==> config.mk <==
export PLATFORM = sky130hd
export DESIGN_NAME = paddle_move_controller
export DESIGN_NICKNAME = d
export VERILOG_FILES = /design/src/rtl/paddle_move_controller_pkg.sv /design/src/rtl/paddle_move_controller.sv
export SDC_FILE = /design/constraint.sdc
export NUM_CORES = 1
export LEC_CHECK = 0
export BUFFER_PORTS_ARGS = -buffer_cell sky130_fd_sc_hd__buf_2
export CORE_UTILIZATION = 48
export DETAILED_ROUTE_END_ITERATION = 7
export PLACE_DENSITY_LB_ADDON = 0.05
export SETUP_SLACK_MARGIN = 0.2
export SYNTH_ARGS = -nofsm -noshare
export SYNTH_HDL_FRONTEND = slang
export SYNTH_SLANG_ARGS = --single-unit
export TNS_END_PERCENT = 10
==> constraint.sdc <==
create_clock -name clk -period 6 [get_ports clk]
set_input_delay 1.2 -clock clk [delete_from_list [all_inputs] [get_ports clk]]
set_output_delay 1.2 -clock clk [all_outputs]
set_load 0.02 [all_outputs]
==> src/rtl/paddle_move_controller_pkg.sv <==
// Shared game definitions: paddle state/direction enums, screen and paddle
// geometry defaults, and the datapath widths used by the motion controller.
package paddle_move_controller_pkg;

    // Geometry shared with the collision and bitmap blocks
    localparam int unsigned SCREEN_WIDTH_PX = 640;
    localparam int unsigned PADDLE_WIDTH_PX = 64;
    localparam int unsigned PADDLE_Y_PX     = 448;
    localparam int unsigned PADDLE_INIT_X   = 288;

    // Datapath widths
    localparam int unsigned COORD_W = 11;
    localparam int unsigned POS_W   = 12;
    localparam int unsigned SPEED_W = 4;
    localparam int unsigned CNT_W   = 8;

    typedef enum logic [1:0] {
        IDLE   = 2'd0,
        MOVE   = 2'd1,
        FROZEN = 2'd2
    } paddle_state_t;

    typedef enum logic {
        LEFT  = 1'b0,
        RIGHT = 1'b1
    } paddle_dir_t;

endpackage

==> src/rtl/paddle_move_controller.sv <==
// Frame-rate paddle motion controller: accelerates the paddle while a key is
// held, caps the speed, clamps at the screen edges and sequences the
// IDLE / MOVE / FROZEN phases.
// Ports:
//   clk, reset        - clock, synchronous active-high reset
//   startOfFrame      - one-cycle pulse per video frame
//   leftKey, rightKey - key levels, sampled only at start of frame
//   freezeHit         - one-cycle stun pulse (ignored while idle)
//   levelRestart      - one-cycle pulse, recentre and go idle
//   topLeftX/Y        - paddle top-left position
//   speed             - current speed magnitude
//   frozen            - high while stunned
module paddle_move_controller
    import paddle_move_controller_pkg::*;
#(
    parameter int unsigned SCREEN_WIDTH  = SCREEN_WIDTH_PX,
    parameter int unsigned PADDLE_WIDTH  = PADDLE_WIDTH_PX,
    parameter int unsigned PADDLE_Y      = PADDLE_Y_PX,
    parameter int unsigned INIT_X        = PADDLE_INIT_X,
    parameter int unsigned ACCEL         = 1,
    parameter int unsigned MAX_SPEED     = 8,
    parameter int unsigned FREEZE_FRAMES = 60
) (
    input  logic               clk,
    input  logic               reset,
    input  logic               startOfFrame,
    input  logic               leftKey,
    input  logic               rightKey,
    input  logic               freezeHit,
    input  logic               levelRestart,
    output logic [COORD_W-1:0] topLeftX,
    output logic [COORD_W-1:0] topLeftY,
    output logic [SPEED_W-1:0] speed,
    output logic               frozen
);

    localparam int unsigned X_MAX = SCREEN_WIDTH - PADDLE_WIDTH;

    paddle_state_t      state_q, state_d;
    paddle_dir_t        last_dir_q, last_dir_d;
    logic [COORD_W-1:0] x_q, x_d;
    logic [SPEED_W-1:0] speed_q, speed_d;
    logic [CNT_W-1:0]   cnt_q, cnt_d;
    logic               frozen_q, frozen_d;

    logic               dir_valid_c;
    paddle_dir_t        dir_c;
    logic               freeze_c;
    logic [SPEED_W:0]   spd_sum_c;
    logic [SPEED_W-1:0] spd_new_c;
    logic signed [POS_W-1:0] pos_c;

    // Key decode: both keys held counts as no direction
    assign dir_valid_c = leftKey ^ rightKey;
    assign dir_c       = (leftKey && !rightKey) ? LEFT : RIGHT;
    assign freeze_c    = freezeHit && (state_q != IDLE);

    // State and datapath registers
    always_ff @(posedge clk) begin
        if (reset) begin
            state_q    <= IDLE;
            last_dir_q <= RIGHT;
            x_q        <= COORD_W'(INIT_X);
            speed_q    <= '0;
            cnt_q      <= '0;
            frozen_q   <= 1'b0;
        end else begin
            state_q    <= state_d;
            last_dir_q <= last_dir_d;
            x_q        <= x_d;
            speed_q    <= speed_d;
            cnt_q      <= cnt_d;
            frozen_q   <= frozen_d;
        end
    end

    // Next-state and freeze counter
    always_comb begin
        state_d = state_q;
        cnt_d   = cnt_q;
        if (levelRestart) begin
            state_d = IDLE;
            cnt_d   = '0;
        end else if (freeze_c) begin
            state_d = FROZEN;
            cnt_d   = CNT_W'(FREEZE_FRAMES);
        end else if (startOfFrame) begin
            case (state_q)
                IDLE:    if (dir_valid_c) state_d = MOVE;
                FROZEN: begin
                    cnt_d = cnt_q - CNT_W'(1);
                    if (cnt_q == CNT_W'(1)) state_d = MOVE;
                end
                default: ;
            endcase
        end
    end

    // Next values of the registered outputs: speed, position, frozen flag
    always_comb begin
        x_d        = x_q;
        speed_d    = speed_q;
        last_dir_d = last_dir_q;
        frozen_d   = (state_d == FROZEN);
        spd_sum_c  = {1'b0, speed_q} + (SPEED_W+1)'(ACCEL);
        spd_new_c  = '0;
        pos_c      = $signed({1'b0, x_q});

        if (dir_valid_c) begin
            if (dir_c != last_dir_q)
                spd_new_c = SPEED_W'(ACCEL);
            else if (spd_sum_c > (SPEED_W+1)'(MAX_SPEED))
                spd_new_c = SPEED_W'(MAX_SPEED);
            else
                spd_new_c = spd_sum_c[SPEED_W-1:0];
        end

        if (dir_valid_c && dir_c == LEFT)
            pos_c = $signed({1'b0, x_q}) - $signed({{(POS_W-SPEED_W){1'b0}}, spd_new_c});
        else
            pos_c = $signed({1'b0, x_q}) + $signed({{(POS_W-SPEED_W){1'b0}}, spd_new_c});

        if (levelRestart) begin
            x_d     = COORD_W'(INIT_X);
            speed_d = '0;
        end else if (freeze_c) begin
            speed_d = '0;
        end else if (startOfFrame) begin
            case (state_q)
                IDLE: if (dir_valid_c) last_dir_d = dir_c;
                MOVE: begin
                    if (dir_valid_c) last_dir_d = dir_c;
                    // Hitting either edge pins the paddle and kills its speed
                    if (pos_c[POS_W-1]) begin
                        x_d     = '0;
                        speed_d = '0;
                    end else if (pos_c > $signed(POS_W'(X_MAX))) begin
                        x_d     = COORD_W'(X_MAX);
                        speed_d = '0;
                    end else begin
                        x_d     = pos_c[COORD_W-1:0];
                        speed_d = spd_new_c;
                    end
                end
                default: speed_d = '0;
            endcase
        end
    end

    // Output drive
    assign topLeftX = x_q;
    assign topLeftY = COORD_W'(PADDLE_Y);
    assign speed    = speed_q;
    assign frozen   = frozen_q;

endmodule

==> metrics.log, run 1 <==
[metrics] clock tree from TritonCTS: done
[metrics] flops & latches, synth: 27
[metrics] final setup violation count: 0
[metrics] antenna cells: 0
[metrics] global placer's final weighted congestion: ~0.92
[metrics] final core utilization: 0.542
[metrics] Clock Latency Late Sink: ~0.27 ns
[metrics] Slew Viols, Final: 0
[metrics] Final period util: 0.843
[metrics] register share of total power: 0.445
[metrics] critical path data required time: 6.13 ns
[metrics] Total Power Consumption: 0.410 mW
[metrics] post-synthesis cell type count: 53
[metrics] overall track demand over capacity in global routing: 0.207
[metrics] number of clock buffers inserted by TritonCTS: 3
[metrics] Critical R2R Launch: speed[0]
[metrics] async set-or-reset flop fraction in the synthesized netlist: 0
[metrics] share of power burned in the clock network: 0.253
[metrics] synthesized instance count: 253
[metrics] Clk pin slew, worst setup/hold paths: 0.09 ns
[metrics] grt ovf: 0
[metrics] Comb pwr share: 0.302
[metrics] root buffer cell: sky130_fd_sc_hd__clkbuf_8
[metrics] Synth Flop Type: sky130_fd_sc_hd__dfxtp_1
[metrics] classification of the worst-slack hold path: flip-flop to flip-flop
[metrics] RSZ-0062 raised after global routing: false
[metrics] number of hold buffers added after cts: 0
[metrics] combined area of all synthesized cells: around 2100 um2
[metrics] std cell rows: 23
[metrics] mean routed wirelength per cell: approximately 14 um
[metrics] power density normalized to cell area: 185 nW/um2
[metrics] area leader, netlist: sky130_fd_sc_hd__dfxtp_1
[metrics] Crit path arrival time: between 5 and 6 ns
[metrics] detailed-routing iteration count for the pre-antenna-repair pass: 4
[metrics] CTS-repair resized insts: 0
[metrics] slew at the pin closest to its max-slew limit: 0.737 ns
[metrics] Highest Clock Rate: 198 MHz
[metrics] result of the run: finished, final reports clean
[metrics] final layout net count: 298
[metrics] final number of hold-violating endpoints: 0
[metrics] top-level I/O count: 34
[metrics] fraction of final layout cells with drive strength greater than 1: 0.162
[metrics] Min Clock Period, post-route: 5.06 ns
[metrics] number of post-CTS setup repair buffers: 0
[metrics] Total Die Area: 4590 um2
[metrics] Clock Skews: 0.00974 ns
[metrics] switching power summed over all nets: around 0.14 mW
[metrics] source of the worst hold timing path: topLeftX[4]
[metrics] via count of the first global-routing pass: 1523
[metrics] fraction of post-synthesis cell area in the top cell type by area: 0.261
[metrics] maximum vdd ir drop: ~0.094 mV
[metrics] first-pass GRT wire length: 7200 um
[metrics] count of synthesis-stage warnings from yosys: 0
[metrics] core area: 4090 um2
[metrics] critical path launch point type: primary input
[metrics] DRC marker count from the first detailed-route iteration: 113
[metrics] Post-Route WL: 4370 um
[metrics] height of the chip: 67.7 um
[metrics] sequential area share after synthesis: 0.261
[metrics] number of synthesized flops with an enable pin: 0
[metrics] Die Wd: a little under 70 um
[metrics] mean cell area of the mapped netlist: 8.20 um2
[metrics] Worst Setup SP: rightKey
[metrics] DRC violations left: 0
[metrics] number of port buffers: 22
[metrics] H-tree depth: 1
[metrics] accumulated negative setup slack: 0 ns
[metrics] Synth-to-Final Area Change: 6.69%
[metrics] hpwl dp: 3420 um
[metrics] total of max-cap violations: 0
[metrics] sw frac: 0.336
[metrics] WS Path Type: primary input to flip-flop
[metrics] average vias per placed instance: 5.48
[metrics] maximum root-to-sink buffer count: 2
[metrics] crit end category: flip-flop
[metrics] Int Power: 0.272 mW
[metrics] max_slew headroom: 0.507
[metrics] cell types occupying the most area after synthesis: sky130_fd_sc_hd__dfxtp_1, sky130_fd_sc_hd__ha_1, sky130_fd_sc_hd__nand2_1
[metrics] leak pwr: roughly 0.95 nW
[metrics] initial standard-cell utilization of the core: 0.508
[metrics] overall via count from detail_route: 1760
[metrics] pin count of the biggest net entering global routing: 16
[metrics] Max FO, Critical Path: 12
[metrics] number of nets with antenna violations after routing: 0
[metrics] sink count of the clock tree: 27
[metrics] antenna violations before repair: 0
==> layout make-up <==
cell class,instances,area (um2)
clock inverter,1,5.00
tap,50,62.6
clock buffer,3,41.3
inverter,14,52.6
fill,400,1870
multi-input combinational,204,1400
sequential,27,541
timing repair buffer,22,110
==> cell usage in the layout (no fill, tap or decap), types with 6 or more instances in the layout <==
cell type	n
sky130_fd_sc_hd__nand2_1	27
sky130_fd_sc_hd__dfxtp_1	27
sky130_fd_sc_hd__buf_2	22
sky130_fd_sc_hd__nor2_1	21
sky130_fd_sc_hd__a21oi_1	18
sky130_fd_sc_hd__ha_1	18
sky130_fd_sc_hd__inv_1	14
sky130_fd_sc_hd__conb_1	11
sky130_fd_sc_hd__xnor2_1	7
sky130_fd_sc_hd__o21ai_0	7
sky130_fd_sc_hd__xor2_1	7
sky130_fd_sc_hd__nand3_1	6
sky130_fd_sc_hd__o21ai_1	6
sky130_fd_sc_hd__o31ai_2	6
==> power by group through the flow <==
stage	sequential (mW)	clock, mW	combinational (mW)
2_1_floorplan	0.186	0	0.108
3_3_place_gp	0.186	0	0.124
3_5_place_dp	0.186	0	0.123
4_1_cts	0.182	0.107	0.123
5_1_grt	0.183	0.116	0.137
6_report	0.182	0.103	0.124
==> cells in the mapped netlist (2+ instances only) <==
master,instances
sky130_fd_sc_hd__nor3b_1,2
sky130_fd_sc_hd__a221oi_1,2
sky130_fd_sc_hd__o21bai_1,3
sky130_fd_sc_hd__dfxtp_1,27
sky130_fd_sc_hd__nand2_1,27
sky130_fd_sc_hd__a21boi_0,2
sky130_fd_sc_hd__nor4_1,4
sky130_fd_sc_hd__nor3_1,5
sky130_fd_sc_hd__o31ai_2,6
sky130_fd_sc_hd__nand3_1,6
sky130_fd_sc_hd__mux2i_1,3
sky130_fd_sc_hd__a311oi_1,2
sky130_fd_sc_hd__o22ai_1,2
sky130_fd_sc_hd__a211oi_1,4
sky130_fd_sc_hd__a21oi_1,18
sky130_fd_sc_hd__clkbuf_1,4
sky130_fd_sc_hd__and3_1,3
sky130_fd_sc_hd__xnor2_1,7
sky130_fd_sc_hd__xor2_1,7
sky130_fd_sc_hd__ha_1,18
sky130_fd_sc_hd__o21ai_0,7
sky130_fd_sc_hd__o211ai_2,2
sky130_fd_sc_hd__nor2b_1,2
sky130_fd_sc_hd__nand4_1,3
sky130_fd_sc_hd__a21o_1,4
sky130_fd_sc_hd__o31ai_1,3
sky130_fd_sc_hd__nor2_1,21
sky130_fd_sc_hd__or2_2,3
sky130_fd_sc_hd__conb_1,2
sky130_fd_sc_hd__nand2b_1,3
sky130_fd_sc_hd__inv_1,14
sky130_fd_sc_hd__buf_4,11
sky130_fd_sc_hd__o21ai_1,6
==> critical path, stage by stage <==
cell	delay (ns)
sky130_fd_sc_hd__buf_2	0.09
sky130_fd_sc_hd__inv_1	0.04
sky130_fd_sc_hd__ha_1	0.34
sky130_fd_sc_hd__xnor2_1	0.16
sky130_fd_sc_hd__nor3_1	0.31
sky130_fd_sc_hd__nand2_1	0.16
sky130_fd_sc_hd__ha_1	0.30
sky130_fd_sc_hd__inv_1	0.03
sky130_fd_sc_hd__o21ai_0	0.32
sky130_fd_sc_hd__inv_1	0.09
sky130_fd_sc_hd__ha_1	0.28
sky130_fd_sc_hd__nand2b_1	0.10
sky130_fd_sc_hd__a211oi_2	0.10
sky130_fd_sc_hd__o211ai_2	0.26
sky130_fd_sc_hd__or4b_1	0.45
sky130_fd_sc_hd__o311a_1	0.17
sky130_fd_sc_hd__o211ai_2	0.63
sky130_fd_sc_hd__o21ai_1	0.15
==> sequential cells by signal (all words and copies together) (netlist names) <==
signal	flops
state_q	2
topLeftX	11
speed	4
frozen	1
cnt_q	8
last_dir_q	1
==> metrics by stage <==
step | instance area [um2] | setup WS (ns) | std cells | hold WS, ns
final | 2210 | 0.940 | 321 | 0.491
after global routing | 2210 | 0.498 | 321 | 0.511
after CTS | 2210 | 0.955 | 321 | 0.492
after detailed placement | 2170 | 0.656 | 317 | 0.473
after global placement | 2170 | 0.729 | 317 | 0.468
after floorplan | 2110 | 1.36 | 262 | 0.457
==> logic make-up (layout without fill, tap and decap cells) <==
kind of cell	after synthesis	in the layout	synth area share
buffers and inverters	31	40	0.0802
flip-flops	27	27	0.261
multiplexers	3	3	0.0145
AO/OA/AOI/OAI	71	71	0.257
other	2	11	0.00362
adder cells (fa/ha/maj)	19	19	0.118
AND/OR/NAND/NOR	85	85	0.199
XOR/XNOR	15	15	0.0670
==> path summary, 6_finish.rpt <==
kind,end,slack (ns),cells after the start
min,topLeftX[4],0.49,2
min reg2reg,topLeftX[4],0.49,2
max reg2reg,topLeftX[3],1.52,18
max,topLeftX[3],0.94,18
==> metal layers <==
metal,GRT usage,vias up,share of wire
met4,0.0638,0,0.0080
met2,0.316,28,0.44
met3,0.0152,2,0.022
met5,0,-,0
met1,0.306,804,0.53
li1,-,926,-
Note: power is estimated with default switching activity, not from simulation.
==> run 2, diff against run 1 <==
==> constraint.sdc (replaced) <==
create_clock -name clk -period 4.55 [get_ports clk]
set_input_delay 0.91 -clock clk [delete_from_list [all_inputs] [get_ports clk]]
set_output_delay 0.91 -clock clk [all_outputs]
set_load 0.02 [all_outputs]
==> metrics.log, run 2 (synthesis results as in run 1) <==
[metrics] max_slew headroom: 0.642 (+0.135)
[metrics] post-layout instance count excluding filler cells: 332 (+3.4%)
[metrics] number of post-CTS setup repair buffers: 0 (unchanged)
[metrics] final layout net count: 309 (+3.7%)
[metrics] number of clock buffers inserted by TritonCTS: 3 (unchanged)
[metrics] number of nets with antenna violations after routing: 0 (unchanged)
[metrics] final hold slack: 0.494 ns (+0.00378 ns)
[metrics] first-pass GRT wire length: 7450 um (+3.5%)
[metrics] pin count of the biggest net entering global routing: 17 (+1)
[metrics] leak pwr: 1.01 nW (+6.3%)
[metrics] result of the run: finished, final reports clean
[metrics] WS Path Type: primary input to flip-flop
[metrics] critical path launch point type: primary input
[metrics] core area: 4090 um2 (unchanged)
[metrics] fraction of final layout cells with drive strength greater than 1: 0.209 (+0.0469)
[metrics] overall track demand over capacity in global routing: 0.211 (+0.00385)
[metrics] overall via count from detail_route: 1829 (+3.9%)
[metrics] average vias per placed instance: 5.51 (+0.48%)
[metrics] detailed-routing iteration count for the pre-antenna-repair pass: 5 (+1)
[metrics] number of port buffers: 22 (unchanged)
[metrics] root buffer cell: sky130_fd_sc_hd__clkbuf_8
[metrics] antenna cells: 0 (unchanged)
[metrics] cell seen most often among critical-path stages: sky130_fd_sc_hd__ha_1
[metrics] commonest cells after routing, fill and taps aside: sky130_fd_sc_hd__nand2_1, sky130_fd_sc_hd__dfxtp_1, sky130_fd_sc_hd__buf_2
[metrics] total placed instance area: 2260 um2 (+4.4%)
[metrics] maximum root-to-sink buffer count: 2 (unchanged)
[metrics] Final period util: 0.898
[metrics] Die Wd: 67.7 um (unchanged)
[metrics] height of the chip: 67.7 um (unchanged)
[metrics] critical path data required time: 4.74 ns (-1.39 ns)
[metrics] accumulated negative setup slack: 0 ns (unchanged)
[metrics] sink count of the clock tree: 27 (unchanged)
[metrics] clock tree from TritonCTS: done
[metrics] cell type group with the largest total delay on the critical path: compound AO/OA/AOI/OAI gates
[metrics] list of cells traversed by the critical path: buf_2 -> ha_1 -> xnor2_1 -> buf_4 -> o21bai_2 -> and3_1 -> ha_1 -> mux2i_1 -> ha_1 -> nand2_1 -> a211oi_4 -> or3_4 -> a2111oi_4 -> o211a_1 -> o211ai_2 -> buf_12 -> o31ai_1
[metrics] classification of the worst-slack hold path: flip-flop to flip-flop
[metrics] crit end category: flip-flop
[metrics] final setup violation count: 0 (unchanged)
[metrics] Post-Route WL: 4450 um (+1.7%)
[metrics] Clock Skews: 0.00468 ns (-0.00505 ns)
[metrics] top-level I/O count: 34 (unchanged)
[metrics] max reg flops: 11 (unchanged)
[metrics] mean routed wirelength per cell: 13.4 um (-1.7%)
[metrics] DRC violations left: 0 (unchanged)
[metrics] slowest cell on the critical path: sky130_fd_sc_hd__or3_4
[metrics] RSZ-0062 raised after global routing: false
[metrics] power density normalized to cell area: 242 nW/um2 (+31%)
[metrics] Highest Clock Rate: between 200 and 250 MHz
[metrics] maximum vdd ir drop: 0.126 mV (+34%)
[metrics] final number of hold-violating endpoints: 0 (unchanged)
[metrics] Total Power Consumption: 0.565 mW (+38%)
[metrics] post-route cell area: 2330 um2 (+5.5%)
[metrics] antenna violations before repair: 0 (unchanged)
[metrics] biggest cell delay along the critical path: 0.39 ns (-0.24 ns)
[metrics] initial standard-cell utilization of the core: 0.508 (unchanged)
[metrics] total of max-cap violations: 0 (unchanged)
[metrics] std cell rows: 23 (unchanged)
[metrics] global placer's final weighted congestion: 0.775 (-16%)
[metrics] Total Die Area: 4590 um2 (unchanged)
[metrics] CP bufs+invs: 3 (-1)
[metrics] grt ovf: 0 (unchanged)
[metrics] Min Clock Period, post-route: 4.09 ns
[metrics] number of hold buffers added after cts: 0 (unchanged)
[metrics] DRC marker count from the first detailed-route iteration: 65 (-42%)
[metrics] number of placed instances with taps included: 328 (+3.5%)
[metrics] Clock Latency Late Sink: 0.27 ns (about the same)
[metrics] Clk pin slew, worst setup/hold paths: 0.09 ns (about the same)
[metrics] via count of the first global-routing pass: 1651 (+8.4%)
[metrics] Slew Viols, Final: 0 (unchanged)
[metrics] Max FO, Critical Path: 12 (unchanged)
[metrics] slew at the pin closest to its max-slew limit: 0.532 ns (-0.205 ns)
[metrics] H-tree depth: 1 (unchanged)
[metrics] CTS-repair resized insts: 0 (unchanged)
[metrics] Synth-to-Final Area Change: 12.5%
[metrics] hpwl dp: 3540 um (+3.4%)
[metrics] Crit path arrival time: 4.27 ns (-0.92 ns)
-- run 2: routing by layer --
layer / global-route usage / up-vias / routed length [um]
li1: - / 945 / -
met1: 0.305 / 841 / 2230
met2: 0.342 / 41 / 2020
met3: 0.0101 / 2 / 163
met4: 0.0479 / 0 / 32
met5: 0 / - / 0
-- run 2: path summary, 6_finish.rpt --
check | startpoint | to | slack (ns) | cells past startpoint
worst max register to register | speed[0] | speed[0] | 0.59 | 18
worst min register to register | topLeftX[0] | topLeftX[0] | 0.49 | 2
worst min-delay path | topLeftX[0] | topLeftX[0] | 0.49 | 2
worst max-delay path | leftKey | speed[0] | 0.46 | 17
-- run 2: metrics by stage --
| step | utilization | setup slack, ns |
|---|---|---|
| 2_1_floorplan | - | 0.257 |
| 3_3_place_gp | 0.554 | 0.115 |
| 3_5_place_dp | 0.554 | 0.0255 |
| 4_1_cts | 0.566 | 0.299 |
| 5_1_grt | 0.571 | 0.229 |
| 6_report | 0.571 | 0.462 |
-- run 2: where the power goes --
part	leakage (nW)	switching [mW]	total [mW]	internal, mW
combinational	0.768	0.110	0.190	0.0798
clock	0.0217	0.0727	0.135	0.0620
sequential	0.218	0.00229	0.240	0.238
-- run 2: layout make-up --
type,count,area (um2)
sequential,27,541
inverter,14,52.6
timing repair buffer,33,205
tap,50,62.6
clock inverter,1,7.51
clock buffer,3,41.3
fill,400,1750
multi-input combinational,204,1430
-- run 2: tightest hold or removal path: stages, from the launching register on --
cell,delay (ns)
sky130_fd_sc_hd__dfxtp_1,0.33
sky130_fd_sc_hd__nand2_1,0.07
sky130_fd_sc_hd__o31ai_2,0.05
==> run 3, diff against run 2 <==
--- a/config.mk
+++ b/config.mk
@@ -5,9 +5,9 @@
 export SDC_FILE = /design/constraint.sdc
 export NUM_CORES = 1
 export LEC_CHECK = 0
-export BUFFER_PORTS_ARGS = -buffer_cell sky130_fd_sc_hd__buf_2
-export CORE_UTILIZATION = 48
+export CORE_UTILIZATION = 55
 export DETAILED_ROUTE_END_ITERATION = 7
+export DONT_BUFFER_PORTS = 1
 export PLACE_DENSITY_LB_ADDON = 0.05
 export SETUP_SLACK_MARGIN = 0.2
 export SYNTH_ARGS = -nofsm -noshare
==> metrics.log, run 3 (synthesis results as in run 1) <==
[metrics] result of the run: finished, final reports clean
[metrics] initial standard-cell utilization of the core: 0.598 (+0.0905)
[metrics] final number of hold-violating endpoints: 0 (unchanged)
[metrics] detailed-routing iteration count for the pre-antenna-repair pass: 4 (-1)
[metrics] antenna violations before repair: 0 (unchanged)
[metrics] routing usage on met1: 0.291 (-0.0137)
[metrics] Max FO, Critical Path: 11 (-1)
[metrics] maximum root-to-sink buffer count: 2 (unchanged)
[metrics] H-tree depth: 1 (unchanged)
[metrics] Min Clock Period, post-route: 4.06 ns (-0.0297 ns)
[metrics] hpwl dp: 3310 um (-6.3%)
[metrics] total placed instance area: 2130 um2 (-6.0%)
[metrics] Final period util: 0.892 (-0.00653)
[metrics] Clock Skews: 0.00335 ns (-0.00133 ns)
[metrics] DP Worst Slack: -0.0825 ns (-0.108 ns)
[metrics] power density normalized to cell area: 253 nW/um2 (+4.3%)
[metrics] commonest cells after routing, fill and taps aside: sky130_fd_sc_hd__nand2_1, sky130_fd_sc_hd__dfxtp_1, sky130_fd_sc_hd__nor2_1
[metrics] antenna cells: 0 (unchanged)
[metrics] Crit path arrival time: 4.25 ns (-0.02 ns)
[metrics] critical path data required time: 4.74 ns (about the same)
[metrics] final setup violation count: 0 (unchanged)
[metrics] RSZ-0062 raised after global routing: false
[metrics] sink count of the clock tree: 27 (unchanged)
[metrics] classification of the worst-slack hold path: flip-flop to flip-flop
[metrics] PnR worst setup slack: 0.492 ns (+0.0297 ns)
[metrics] Clock Latency Late Sink: 0.27 ns (about the same)
[metrics] Total Die Area: 4020 um2 (-12%)
[metrics] overall via count from detail_route: 1744 (-4.6%)
[metrics] max_slew headroom: 0.667 (+0.0254)
[metrics] Slew Viols, Final: 0 (unchanged)
[metrics] via count of the first global-routing pass: 1628 (-1.4%)
[metrics] Post-Route WL: 4230 um (-4.9%)
[metrics] root buffer cell: sky130_fd_sc_hd__clkbuf_8
[metrics] DRC marker count from the first detailed-route iteration: 88 (+35%)
[metrics] post-route cell area: 2230 um2 (-4.4%)
[metrics] fraction of final layout cells with drive strength greater than 1: 0.142 (-0.0669)
[metrics] slew at the pin closest to its max-slew limit: 0.494 ns (-0.0377 ns)
[metrics] maximum vdd ir drop: 0.111 mV (-12%)
[metrics] pin count of the biggest net entering global routing: 17 (unchanged)
[metrics] DRC violations left: 0 (unchanged)
[metrics] number of hold buffers added after cts: 0 (unchanged)
[metrics] number of placed instances with taps included: 301 (-8.2%)
[metrics] Total Power Consumption: 0.563 mW (-0.30%)
[metrics] grt ovf: 0 (unchanged)
[metrics] Clk pin slew, worst setup/hold paths: 0.09 ns (about the same)
[metrics] mean routed wirelength per cell: 13.8 um (+3.1%)
[metrics] WS Path Type: primary input to flip-flop
[metrics] Die Wd: 63.4 um (-6.4%)
[metrics] number of port buffers: 0 (-100%)
[metrics] Synth-to-Final Area Change: 7.54%
[metrics] fraction of met3 tracks used by global routing: 0.0399 (+0.0297)
[metrics] Highest Clock Rate: 246 MHz (+0.73%)
[metrics] overall track demand over capacity in global routing: 0.222 (+0.0102)
[metrics] number of clock buffers inserted by TritonCTS: 3 (unchanged)
[metrics] crit end category: flip-flop
[metrics] global placer's final weighted congestion: 0.805 (+3.8%)
[metrics] clock tree from TritonCTS: done
[metrics] final layout net count: 287 (-7.1%)
[metrics] height of the chip: 63.4 um (-6.4%)
[metrics] top-level I/O count: 34 (unchanged)
[metrics] total of max-cap violations: 0 (unchanged)
[metrics] std cell rows: 21 (-8.7%)
[metrics] first-pass GRT wire length: 7180 um (-3.6%)
[metrics] average vias per placed instance: 5.70 (+3.5%)
[metrics] post-layout instance count excluding filler cells: 306 (-7.8%)
[metrics] critical path launch point type: primary input
[metrics] fill cell total of the finished layout: 319 (-20%)
[metrics] number of nets with antenna violations after routing: 0 (unchanged)
[metrics] met2 layer usage reported by global route: 0.350 (+0.00815)
[metrics] leak pwr: 0.899 nW (-11%)
[metrics] core area: 3470 um2 (-15%)
[metrics] global routing's busiest layer: met2
[metrics] max reg flops: 11 (unchanged)
## run 3: layout make-up
cell class              count  area (um2)  area share
well taps                  46        57.6      0.0258
inverters                  14        52.6      0.0236
flip-flops and latches     27         541       0.242
multi-input cells         204        1440       0.644
clock buffers               3        41.3      0.0185
clock inverters             1        7.51     0.00337
repair buffers             11        95.1      0.0426
## run 3: report_power, final
part           internal (mW)  leakage [nW]  switching (mW)
Clock                 0.0622        0.0217          0.0779
Sequential             0.238         0.218         0.00267
Combinational         0.0741         0.659           0.108
## run 3: through the flow
step	TNS (ns)	util	hold slack, ns
4_1_cts	0	0.630	0.499
3_3_place_gp	-0.0242	0.613	0.475
5_1_grt	0	0.643	0.521
2_1_floorplan	0	-	0.457
3_5_place_dp	-0.625	0.613	0.476
6_report	0	0.643	0.494
## run 3: worst paths after layout
check	cells after the start	slack [ns]	startpoint	end
worst min register to register	1	0.49	last_dir_q	last_dir_q
worst max-delay path	18	0.49	rightKey	speed[1]
worst max register to register	18	0.59	speed[2]	speed[1]
worst min-delay path	1	0.49	last_dir_q	last_dir_q
## run 3: what timing repair did
| item | 4_1_cts | 5_1_grt |
|---|---|---|
| buffers inserted | 0 | 1 |
| resized for setup | 1 | 5 |
| setup endpoints to repair | 2 | 12 |
| pin swaps | 0 | 1 |
## run 3: layer usage
metal	up-vias	part of all wire
met2	56	0.44
met1	774	0.48
met3	8	0.064
li1	906	-
met5	-	0
met4	0	0.021
## run 3: worst max-delay path, cell delays in order
cell and delay (ns):
sky130_fd_sc_hd__inv_1 0.02, sky130_fd_sc_hd__ha_1 0.19, sky130_fd_sc_hd__xnor2_1 0.17, sky130_fd_sc_hd__nor3_2 0.23, sky130_fd_sc_hd__nand2_1 0.12, sky130_fd_sc_hd__ha_1 0.29, sky130_fd_sc_hd__inv_1 0.03, sky130_fd_sc_hd__o21ai_0 0.23
sky130_fd_sc_hd__inv_1 0.08, sky130_fd_sc_hd__ha_1 0.27, sky130_fd_sc_hd__nand2b_1 0.13, sky130_fd_sc_hd__a211oi_4 0.10, sky130_fd_sc_hd__or3_4 0.40, sky130_fd_sc_hd__a2111oi_4 0.35, sky130_fd_sc_hd__o211a_1 0.22, sky130_fd_sc_hd__o211ai_4 0.11
sky130_fd_sc_hd__buf_12 0.16, sky130_fd_sc_hd__o31ai_1 0.23
